File: config.mk
export PLATFORM = sky130hd
export DESIGN_NAME = pacman_catch_ctrl_flat
export DESIGN_NICKNAME = d
export VERILOG_FILES = /design/src/rtl/pacman_catch_if.sv /design/src/rtl/pacman_catch_ctrl.sv /design/src/flat_wrapper.sv
export SDC_FILE = /design/constraint.sdc
export NUM_CORES = 1
export LEC_CHECK = 0
export ABC_AREA = 1
export CORE_ASPECT_RATIO = 1.4
export CORE_MARGIN = 2
export CORE_UTILIZATION = 35
export CTS_BUF_LIST = sky130_fd_sc_hd__clkbuf_4 sky130_fd_sc_hd__clkbuf_8
export CTS_CLUSTER_SIZE = 25
export DETAILED_ROUTE_END_ITERATION = 6
export GPL_TIMING_DRIVEN = 0
export PLACE_DENSITY = 0.6
export SLEW_MARGIN = 40
export SYNTH_ARGS = -nofsm -noshare
export SYNTH_HDL_FRONTEND = slang
export SYNTH_SLANG_ARGS = --single-unit
export TNS_END_PERCENT = 5
File: constraint.sdc
create_clock -name clk -period 1.65 [get_ports clk]
set_input_delay 0.33 -clock clk [delete_from_list [all_inputs] [get_ports clk]]
set_output_delay 0.33 -clock clk [all_outputs]
set_load 0.01 [all_outputs]
File: src/rtl/pacman_catch_if.sv
// -----------------------------------------------------------------------------
// pacman_catch_if
// Groups the pacman/monster position inputs and the catch/life-sequence
// outputs of pacman_catch_ctrl.
//   master : game side; drives tick, start, p_x/p_y, m_x_bus/m_y_bus and
//            observes freeze, respawn, caught, hit_index, lives, game_over,
//            state
//   slave  : pacman_catch_ctrl; the mirror image of master
// Monster i occupies bits [i*COORD_W +: COORD_W] of m_x_bus and m_y_bus.
// -----------------------------------------------------------------------------
interface pacman_catch_if #(
    parameter int NUM_MON = 3,
    parameter int COORD_W = 9
);
    logic                         tick;
    logic                         start;
    logic [COORD_W-1:0]           p_x;
    logic [COORD_W-1:0]           p_y;
    logic [NUM_MON*COORD_W-1:0]   m_x_bus;
    logic [NUM_MON*COORD_W-1:0]   m_y_bus;
    logic                         freeze;
    logic                         respawn;
    logic                         caught;
    logic [2:0]                   hit_index;
    logic [1:0]                   lives;
    logic                         game_over;
    logic [2:0]                   state;

    modport master (
        output tick, start, p_x, p_y, m_x_bus, m_y_bus,
        input  freeze, respawn, caught, hit_index, lives, game_over, state
    );

    modport slave (
        input  tick, start, p_x, p_y, m_x_bus, m_y_bus,
        output freeze, respawn, caught, hit_index, lives, game_over, state
    );
endinterface

File: src/rtl/pacman_catch_ctrl.sv
// -----------------------------------------------------------------------------
// pacman_catch_ctrl
// Detects a monster catching pacman and runs the life/death sequence
// (freeze, respawn, life decrement, game over). freeze and respawn gate the
// pacman and monster movers.
// Ports:
//   clk : system clock
//   rst : asynchronous, active-high reset
//   bus : pacman_catch_if.slave
//         in : tick (frame strobe), start (level), p_x/p_y, m_x_bus/m_y_bus
//         out: freeze, respawn (1-clk pulse), caught (1-clk pulse),
//              hit_index, lives, game_over, state
// Stage 1 registers a per-monster hit vector every clk; the FSM acts on it
// only on tick, so a hit reaches the FSM one clk after positions change.
// -----------------------------------------------------------------------------
module pacman_catch_ctrl #(
    parameter int NUM_MON       = 3,
    parameter int COORD_W       = 9,
    parameter int HIT_DIST      = 8,
    parameter int FREEZE_CYCLES = 60,
    parameter int LIVES_INIT    = 3
) (
    input  logic           clk,
    input  logic           rst,
    pacman_catch_if.slave  bus
);

    localparam logic [2:0] ST_IDLE    = 3'd0;
    localparam logic [2:0] ST_PLAY    = 3'd1;
    localparam logic [2:0] ST_CAUGHT  = 3'd2;
    localparam logic [2:0] ST_RESPAWN = 3'd3;
    localparam logic [2:0] ST_OVER    = 3'd4;

    localparam logic [COORD_W:0] L_HIT_DIST = (COORD_W+1)'(HIT_DIST);
    localparam logic [7:0]       L_FRZ_LAST = 8'(FREEZE_CYCLES - 1);
    localparam logic [1:0]       L_LIVES    = 2'(LIVES_INIT);
    // Stale pipelined hits are ignored for this many clks after entering PLAY.
    localparam logic [1:0]       L_MASK     = 2'd2;

    logic [NUM_MON-1:0] w_hit_vec;
    logic [NUM_MON-1:0] r_hit_vec;
    logic [2:0]         w_hit_idx;

    logic [2:0]         r_state;
    logic               r_respawn;
    logic               r_caught;
    logic [2:0]         r_hit_index;
    logic [1:0]         r_lives;
    logic [7:0]         r_frz_cnt;
    logic [1:0]         r_mask;

    // Distances use one extra bit so |p - m| never wraps around 0/511.
    for (genvar g = 0; g < NUM_MON; g++) begin : g_dist
        logic [COORD_W:0] w_px, w_py, w_mx, w_my, w_dx, w_dy;

        assign w_px = {1'b0, bus.p_x};
        assign w_py = {1'b0, bus.p_y};
        assign w_mx = {1'b0, bus.m_x_bus[g*COORD_W +: COORD_W]};
        assign w_my = {1'b0, bus.m_y_bus[g*COORD_W +: COORD_W]};
        assign w_dx = (w_px >= w_mx) ? (w_px - w_mx) : (w_mx - w_px);
        assign w_dy = (w_py >= w_my) ? (w_py - w_my) : (w_my - w_py);
        assign w_hit_vec[g] = (w_dx < L_HIT_DIST) && (w_dy < L_HIT_DIST);
    end

    // Lowest-index monster wins: scan downward so lower indices overwrite.
    always_comb begin
        // NOTE: default assignment first so no path through the block leaves
        // w_hit_idx unassigned, which would otherwise infer a latch.
        w_hit_idx = 3'd0;
        for (int i = NUM_MON - 1; i >= 0; i--) begin
            if (r_hit_vec[i]) begin
                w_hit_idx = 3'(i);
            end
        end
    end

    // NOTE: all state below uses non-blocking assignments so every register
    // samples pre-edge values, independent of statement order.
    always_ff @(posedge clk or posedge rst) begin
        if (rst) begin
            r_hit_vec <= '0;
        end else begin
            r_hit_vec <= w_hit_vec;
        end
    end

    always_ff @(posedge clk or posedge rst) begin
        if (rst) begin
            r_state     <= ST_IDLE;
            r_respawn   <= 1'b0;
            r_caught    <= 1'b0;
            r_hit_index <= 3'd0;
            r_lives     <= 2'd0;
            r_frz_cnt   <= 8'd0;
            r_mask      <= 2'd0;
        end else begin
            r_respawn <= 1'b0;
            r_caught  <= 1'b0;

            case (r_state)
                ST_IDLE, ST_OVER: begin
                    if (bus.start) begin
                        r_lives   <= L_LIVES;
                        r_respawn <= 1'b1;
                        r_mask    <= L_MASK;
                        r_state   <= ST_PLAY;
                    end
                end

                ST_PLAY: begin
                    if (r_mask != 2'd0) begin
                        r_mask <= r_mask - 2'd1;
                    end else if (bus.tick && (|r_hit_vec)) begin
                        r_caught    <= 1'b1;
                        r_hit_index <= w_hit_idx;
                        r_lives     <= (r_lives != 2'd0) ? (r_lives - 2'd1) : 2'd0;
                        r_frz_cnt   <= 8'd0;
                        r_state     <= ST_CAUGHT;
                    end
                end

                ST_CAUGHT: begin
                    if (bus.tick) begin
                        if (r_frz_cnt == L_FRZ_LAST) begin
                            if (r_lives == 2'd0) begin
                                r_state <= ST_OVER;
                            end else begin
                                // Pulse is set on entry so it is high for
                                // exactly the one clk spent in RESPAWN.
                                r_respawn <= 1'b1;
                                r_state   <= ST_RESPAWN;
                            end
                        end else begin
                            r_frz_cnt <= r_frz_cnt + 8'd1;
                        end
                    end
                end

                ST_RESPAWN: begin
                    r_mask  <= L_MASK;
                    r_state <= ST_PLAY;
                end

                default: begin
                    r_state <= ST_IDLE;
                end
            endcase
        end
    end

    assign bus.freeze    = (r_state != ST_PLAY);
    assign bus.game_over = (r_state == ST_OVER);
    assign bus.respawn   = r_respawn;
    assign bus.caught    = r_caught;
    assign bus.hit_index = r_hit_index;
    assign bus.lives     = r_lives;
    assign bus.state     = r_state;

endmodule

File: src/flat_wrapper.sv
// flat-port wrapper written by rule: the top's interface ports become plain ports
module pacman_catch_ctrl_flat 
#(
    parameter int NUM_MON       = 3,
    parameter int COORD_W       = 9,
    parameter int HIT_DIST      = 8,
    parameter int FREEZE_CYCLES = 60,
    parameter int LIVES_INIT    = 3
)
  (clk, rst, bus_tick, bus_start, bus_p_x, bus_p_y, bus_m_x_bus, bus_m_y_bus, bus_freeze, bus_respawn, bus_caught, bus_hit_index, bus_lives, bus_game_over, bus_state);
  pacman_catch_if #(.NUM_MON(NUM_MON), .COORD_W(COORD_W)) bus_i ();
  input  logic clk;
  input  logic rst;
  input wire logic [$bits(bus_i.tick)-1:0] bus_tick;
  input wire logic [$bits(bus_i.start)-1:0] bus_start;
  input wire logic [$bits(bus_i.p_x)-1:0] bus_p_x;
  input wire logic [$bits(bus_i.p_y)-1:0] bus_p_y;
  input wire logic [$bits(bus_i.m_x_bus)-1:0] bus_m_x_bus;
  input wire logic [$bits(bus_i.m_y_bus)-1:0] bus_m_y_bus;
  output wire logic [$bits(bus_i.freeze)-1:0] bus_freeze;
  output wire logic [$bits(bus_i.respawn)-1:0] bus_respawn;
  output wire logic [$bits(bus_i.caught)-1:0] bus_caught;
  output wire logic [$bits(bus_i.hit_index)-1:0] bus_hit_index;
  output wire logic [$bits(bus_i.lives)-1:0] bus_lives;
  output wire logic [$bits(bus_i.game_over)-1:0] bus_game_over;
  output wire logic [$bits(bus_i.state)-1:0] bus_state;
  assign bus_i.tick = bus_tick;
  assign bus_i.start = bus_start;
  assign bus_i.p_x = bus_p_x;
  assign bus_i.p_y = bus_p_y;
  assign bus_i.m_x_bus = bus_m_x_bus;
  assign bus_i.m_y_bus = bus_m_y_bus;
  assign bus_freeze = bus_i.freeze;
  assign bus_respawn = bus_i.respawn;
  assign bus_caught = bus_i.caught;
  assign bus_hit_index = bus_i.hit_index;
  assign bus_lives = bus_i.lives;
  assign bus_game_over = bus_i.game_over;
  assign bus_state = bus_i.state;
  pacman_catch_ctrl #(.NUM_MON(NUM_MON), .COORD_W(COORD_W), .HIT_DIST(HIT_DIST), .FREEZE_CYCLES(FREEZE_CYCLES), .LIVES_INIT(LIVES_INIT)) u_core (.clk(clk), .rst(rst), .bus(bus_i));
endmodule
==> run summary, run 1 <==
- **status** finished with violations
- **violations in the final reports** negative setup slack
- **number of port buffers** 86
- **Syn-to-layout area delta** 43.3%
- **die span in y** 174 um
- **worst-case setup margin in the final layout** -43.3 ps
- **share of Yosys cell area claimed by the top area cell type** 26.5%
- **clock period minus final worst setup slack** 1690 ps
- **share of cells above drive strength 1** 34.1%
- **Final Hold Fails** 0
- **fmax** 591 MHz
- **sequential fraction of design power** 13.6%
- **die width** 125 um
- **net switching fraction of the power** 50.7%
- **part of the power in the clock network** 6.9%
- **antenna violations before repair** 0
- **aggregate routed wire length** 23.2 mm
- **Post-Place Cells** 1678
- **post-CTS clock slew at the launch and capture registers of the worst setup and hold paths** 80 ps
- **flip-flop cell with the highest count after synthesis** dfrtp_1
- **number of fill cells** 2084
- **number of design-rule violations left by the first detailed-router iteration** 341
- **worst vdd ir** 0.000282 V
- **startpoint class of the critical path** input pin
- **Detail Placement HPWL** 18.2 mm
- **Via density** 4.80
- **startpoint of the most critical register-to-register path** u_core.r_frz_cnt[0]
- **Static Leakage** 5.62 nW
- **number of global-route vias before repair** 8093
- **master of the slowest instance on the critical path** ha_4
- **setup clock skew after layout** 8.68 ps
- **cell chain of the critical path** buf_6 -> inv_2 -> ha_4 -> buf_4 -> a21oi_2 -> buf_4 -> nand3_1 -> nand2_1 -> nand2_1 -> nor2_1 -> nand3_1 -> nand2_2 -> nand3_2 -> nor2_4
- **Initial Utilization** 35.4%
- **number of warnings printed during yosys synthesis** 0
- **clock latency on the worst-skew pair** 260 ps
- **count of inserted antenna diode cells** 0
- **cell at the root of the clock tree** clkbuf_8
- **synthesized instance count** 1336
- **startpoint-to-endpoint class of the critical path** in -> reg
- **maximum buffer depth of the clock tree** 2
- **cell count of the worst reg-to-reg path** 11
- **R2R Path End** u_core.r_frz_cnt[5]
- **share of the yosys chip area belonging to registers** 7.65%
- **CP required** 1830 ps
- **total area of multi-input combinational cells** 7070 sq um
- **net switching component of the power** 2.82 mW
- **asr flop ratio synth** 100%
- **count of different cell masters after synthesis** 38
- **EDFF count, synth** 0
- **routed vias** 8403
- **category of the worst setup path capture point** flip-flop
- **wire length of the first global-routing pass** 36.8 mm
- **highest cell delay on the worst timing path** 230 ps
- **final hold slack** 396 ps
- **internal portion of total power** 2.74 mW
- **number of buffers inserted for hold repair after clock tree synthesis** 0
- **Std-Cell Core Area** 20300 sq um
- **die area** 21700 sq um
- **TritonRoute pass-1 iters** 6
- **final critical-path share of the clock period** 103%
- **class of the most critical hold timing path** in -> async
- **count of H-tree levels built during CTS** 1
- **RSZ-0062 raised after global routing** yes
- **global-route usage over all layers** 20.1%
- **number of clock sinks** 22
- **Pwr Density** 539 nW/um^2
- **Register-to-Register Setup Slack** 60 ps
- **row count** 62
- **total of endpoints with negative setup slack in the final report** 2
- **top cells by area, synth** nand2_1 (27%), ha_1 (19%), inv_1 (14%)
- **I/O pin total** 88
- **FF+latch count, synth** 22
- **largest net degree at the start of global routing** 23
- **detailed-route wire length per cell** 13.2 um
- **final layout net count** 1680
- **total CTS buffers** 3
- **remaining antenna violation count after routing** 0
- **Mapped Avg Cell Area** 5.38 sq um
- **Syn Nets** 1522
- **max-slew violations** 0
- **Netlist Area Pre-Place** 7190 sq um
- **final weighted congestion in routability-driven placement** 0.897
- **remaining design rule violation count** 0
- **arrival time worst endpoint** 1870 ps
- **sequential cell area** 552 sq um
- **Comb power frac** 79.4%
- **Overflow after GRT** 0
- **Power, Total** 5.55 mW
- **max capacitance violation total** 0
- **highest fanout seen on the critical path** 4
- **cell type with the highest aggregate area in the netlist** nand2_1
- **Final Instance Count excl. Fillers** 1749
- **clock tree from TritonCTS** done
-- cell usage in the layout, fill, tap and decap left out, types with 6 or more instances in the layout --
master / instances
a21oi_1: 29
a21oi_2: 25
a21oi_4: 8
buf_4: 75
buf_6: 18
clkbuf_2: 39
clkdlybuf4s50_1: 12
dfrtp_1: 21
ha_1: 54
ha_4: 51
inv_1: 199
inv_2: 70
inv_4: 8
nand2_1: 416
nand2_2: 84
nand2_4: 29
nand3_1: 105
nand3_2: 13
nand3_4: 8
nand4_1: 12
nor2_1: 70
nor2_2: 27
nor2_4: 20
o21a_1: 6
o21ai_0: 11
o21ai_1: 7
xor2_1: 15
-- cell families (layout without fill, tap and decap cells) --
| kind of cell | after synthesis | in the layout | synth area share (%) |
|---|---|---|---|
| AOI/OAI and AO/OA | 101 | 101 | 8.07 |
| xor gates and xnor gates | 16 | 16 | 1.95 |
| adders and majority gates | 110 | 110 | 19.1 |
| buffers and inverters | 285 | 442 | 15.2 |
| DFF | 22 | 22 | 7.65 |
| other | 1 | 1 | 0.0521 |
| and+or+nand+nor | 801 | 801 | 47.9 |
-- power groups by stage --
| stage | Sequential (mW) | Clock [mW] | Combinational (mW) |
|---|---|---|---|
| final | 0.758 | 0.385 | 4.41 |
| after CTS | 0.753 | 0.400 | 3.90 |
| after floorplan | 0.762 | 0 | 2.40 |
| after global placement | 0.747 | 0 | 3.39 |
| after global routing | 0.774 | 0.417 | 4.91 |
| after detailed placement | 0.750 | 0 | 3.41 |
-- layout make-up --
class                      instances  area share, %
multi-input combinational       1029           68.6
timing repair buffer             157           11.7
inverter                         277           10.3
sequential                        22           5.35
tap                              256           3.11
clock buffer                       4          0.534
buffer                             4          0.437
-- synth_stat cells, types with 3 or more instances --
library cell	number
nand4_1	12
ha_1	110
nand3b_1	3
nand2_2	19
buf_2	4
o21a_1	6
dfrtp_1	22
inv_1	269
a21oi_2	4
o21bai_1	4
nand3_2	9
a21oi_1	57
inv_2	8
xor2_1	15
nor2_1	105
o31ai_1	4
nor2_2	5
nand3_1	117
or2_2	4
nand2_1	508
nand2_4	5
o21ai_0	20
nor2_4	7
-- worst max-delay path: cells and delay by family --
family | cells | cell delay, ps
and+or+nand+nor | 8 | 680
buffers and inverters | 4 | 450
AOI/OAI and AO/OA | 1 | 180
adders and majority gates | 1 | 230
-- worst max-delay path by stage --
| stage | slack, ps | endpoint | startpoint |
|---|---|---|---|
| after floorplan | -5 | u_core.r_hit_vec[2] | bus_m_x_bus[22] |
| after global placement | -1280 | u_core.r_hit_vec[0] | bus_p_y[5] |
| after detailed placement | -1290 | u_core.r_hit_vec[0] | bus_p_y[5] |
| after CTS | -200 | u_core.r_hit_vec[0] | bus_p_x[8] |
| after global routing | -130 | u_core.r_hit_vec[0] | bus_m_y_bus[5] |
| final | -40 | u_core.r_hit_vec[0] | bus_m_y_bus[5] |
-- layer usage --
layer  vias up  wire [um]  track usage [%]
li1       4398          -                -
met1      3771       9650             23.3
met2       185      12000             38.8
met3        49        692             1.48
met4         0        826             5.83
met5         -          0                0
-- repair_timing --
item,CTS,global route
gates resized for setup,328,352
setup buffers,47,24
endpoints found under the setup margin,7,18
pin swaps,102,140
-- metrics by stage --
step	area, sq um	util, %	worst slack (ps)	setup TNS, ps
after floorplan	7450	-	-4.89	-8.92
after global placement	8630	42.4	-1280	-4580
after detailed placement	8630	42.4	-1290	-4470
after CTS	9710	47.8	-196	-551
after global routing	10300	50.7	-128	-431
final	10300	50.7	-43.3	-45.8
-- sequential cells by signal (all words and copies together) (netlist names) --
register and flops:
u_core.r_frz_cnt 8, u_core.bus.state 3, u_core.r_hit_vec 3, u_core.bus.hit_index 2, u_core.bus.lives 2, u_core.r_mask 2, u_core.bus.caught 1, u_core.bus.respawn 1
(Power assumes the default switching activity.)
==> inputs of run 2 (changes only) <==
PLACE_DENSITY = 0.65   (was 0.6)
==> run summary, run 2 (synthesized netlist as in run 1, its figures left out) <==
- **class of the most critical hold timing path** in -> async
- **startpoint-to-endpoint class of the critical path** in -> reg
- **GRT met3 Usage** 1.20%, -0.28 points
- **worst path bufs/invs** 3, -1
- **Post-Place Cells** 1678, unchanged
- **number of design-rule violations left by the first detailed-router iteration** 330, -3.2%
- **startpoint class of the critical path** input pin
- **final standard cell utilization of the core** 50.7%, about the same
- **die area** 21700 sq um, unchanged
- **die width** 125 um, unchanged
- **fmax** 594 MHz, +0.57%
- **Std-Cell Core Area** 20300 sq um, unchanged
- **arrival time worst endpoint** 1880 ps, about the same
- **global-route usage over all layers** 20.0%, -0.069 points
- **net switching fraction of the power** 50.2%, -0.54 points
- **remaining design rule violation count** 0, unchanged
- **routed vias** 8374, -0.35%
- **worst vdd ir** 0.000366 V, +30%
- **post-CTS clock slew at the launch and capture registers of the worst setup and hold paths** 90 ps, about the same
- **CP required** 1850 ps, +20 ps
- **final weighted congestion in routability-driven placement** 0.918, +2.3%
- **clock period minus final worst setup slack** 1680 ps, -9.63 ps
- **RSZ-0062 raised after global routing** yes
- **total CTS buffers** 3, unchanged
- **number of fill cells** 2088, +0.19%
- **Reg with most FFs** u_core.r_frz_cnt
- **sequential fraction of design power** 13.0%, -0.6 points
- **Via density** 4.78, -0.57%
- **highest fanout seen on the critical path** 5, +1
- **highest cell delay on the worst timing path** 230 ps, about the same
- **part of the power in the clock network** 9.1%, +2.2 points
- **detailed-route wire length per cell** 13.2 um, -0.68%
- **final critical-path share of the clock period** 102%, -0.58 points
- **Comb power frac** 78.0%, -1.4 points
- **status** finished with violations
- **TritonRoute pass-1 iters** 5, -1
- **Pwr Density** 553 nW/um^2, +2.6%
- **global routing met1 resource utilization** 23.7%, +0.42 points
- **max-slew violations** 0, unchanged
- **placed instance area** 8630 sq um, unchanged
- **worst setup timing slack at the placement stage** -1250 ps, +38.7 ps
- **wire length of the first global-routing pass** 36.9 mm, +0.11%
- **count of inserted antenna diode cells** 0, unchanged
- **Final Instance Area** 10300 sq um, about the same
- **master of the slowest instance on the critical path** ha_4
- **share of cells above drive strength 1** 34.8%, +0.71 points
- **maximum buffer depth of the clock tree** 2, unchanged
- **most common library cell in the layout ignoring fill and taps** nand2_1
- **I/O pin total** 88, unchanged
- **category of the worst setup path capture point** flip-flop
- **most frequent cells in the layout** nand2_1 (412), inv_1 (195), nand3_1 (103)
- **clock latency on the worst-skew pair** 270 ps, about the same
- **Initial Utilization** 35.4%, unchanged
- **number of port buffers** 86, unchanged
- **setup clock skew after layout** 7.45 ps, -1.24 ps
- **max capacitance violation total** 0, unchanged
- **aggregate routed wire length** 23.1 mm, -0.45%
- **Final Instance Count excl. Fillers** 1753, +0.23%
- **net switching component of the power** 2.86 mW, +1.6%
- **Power, Total** 5.70 mW, +2.6%
- **cell at the root of the clock tree** clkbuf_8
- **met2 capacity usage during global routing** 38.0%, -0.84 points
- **Static Leakage** 5.66 nW, +0.64%
- **antenna violations before repair** 0, unchanged
- **number of clock sinks** 22, unchanged
- **Detail Placement HPWL** 18.0 mm, -1.5%
- **die span in y** 174 um, unchanged
- **final layout net count** 1684, +0.24%
- **number of global-route vias before repair** 8048, -0.56%
- **largest net degree at the start of global routing** 23, unchanged
- **total of endpoints with negative setup slack in the final report** 2, unchanged
- **Syn-to-layout area delta** 43.4%, about the same
- **cell with the most instances on the worst path** nand2_2
- **most congested layer reported by global routing** met2
- **Register-to-Register Setup Slack** 60 ps, about the same
- **count of H-tree levels built during CTS** 1, unchanged
- **row count** 62, unchanged
- **cell chain of the critical path** buf_6 -> ha_4 -> clkbuf_8 -> nand2_2 -> nand2_2 -> nand2_2 -> nand3_2 -> buf_4 -> nand2_1 -> nand2_1 -> nor2_1 -> nand3_1 -> nand2_2 -> nand3_2 -> nor2_4
- **clock tree from TritonCTS** done
- **family of cells with the greatest summed delay on the critical path** simple AND/OR/NAND/NOR gates
- **violations in the final reports** negative setup slack
- **Final Hold Fails** 0, unchanged
- **worst-case setup margin in the final layout** -33.6 ps, +9.63 ps
- **Overflow after GRT** 0, unchanged
- **max reg flops** 8, unchanged
- **TNS Setup** -63.8 ps, -18.0 ps
- **final hold slack** 383 ps, -13.2 ps
- **internal portion of total power** 2.84 mW, +3.8%
- **remaining antenna violation count after routing** 0, unchanged
[run 2: layout make-up]
cell class                      instances  area [sq um]  area share, %
Multi-Input combinational cell       1029          7050           68.3
Timing Repair Buffer                  161          1220           11.9
Inverter                              277          1050           10.2
Sequential cell                        22           551           5.34
Tap cell                              256           320           3.11
Buffer                                  4          43.8          0.425
Clock buffer                            3          41.3          0.400
Clock inverter                          1          30.0          0.291
[run 2: metal layers]
| layer | up-vias | wire length [um] |
|---|---|---|
| met4 | 0 | 783 |
| met1 | 3724 | 9620 |
| met2 | 188 | 12000 |
| li1 | 4409 | - |
| met3 | 53 | 625 |
| met5 | - | 0 |
[run 2: timing repair]
item	4_1_cts	5_1_grt
hold endpoints to repair	0	0
buffers inserted	45	30
pin swaps	100	137
gates resized for setup	359	330
hold buffers	0	0
endpoints found under the setup margin	5	16
[run 2: final timing paths]
kind	start	endpoint	depth (start not counted)
worst min register to register	u_core.r_frz_cnt[7]	u_core.r_frz_cnt[7]	2
min in group clk	u_core.r_frz_cnt[7]	u_core.r_frz_cnt[7]	2
max in group asynchronous	rst	u_core.r_hit_vec[1]	2
worst max-delay path	bus_p_y[3]	u_core.r_hit_vec[0]	15
worst min-delay path	rst	u_core.bus.lives[0]	2
worst max register to register	u_core.r_frz_cnt[0]	u_core.r_frz_cnt[5]	11
[run 2: worst register-to-register path, cell delays in order, from the launching register on]
cell	delay, ps
dfrtp_1	380
ha_2	220
nand2_1	60
nor2_1	80
nand4_1	150
nand2_1	110
nand2_1	60
nand2_2	100
inv_2	50
nand2_1	70
xor2_1	150
nor2_1	50
[run 2: power by group through the flow]
| stage | clock network (mW) | registers (mW) | logic (mW) |
|---|---|---|---|
| final | 0.518 | 0.739 | 4.44 |
| after global routing | 0.550 | 0.756 | 4.93 |
| after CTS | 0.526 | 0.739 | 3.90 |
| after detailed placement | 0 | 0.752 | 3.40 |
| after global placement | 0 | 0.748 | 3.36 |
| after floorplan | 0 | 0.762 | 2.40 |
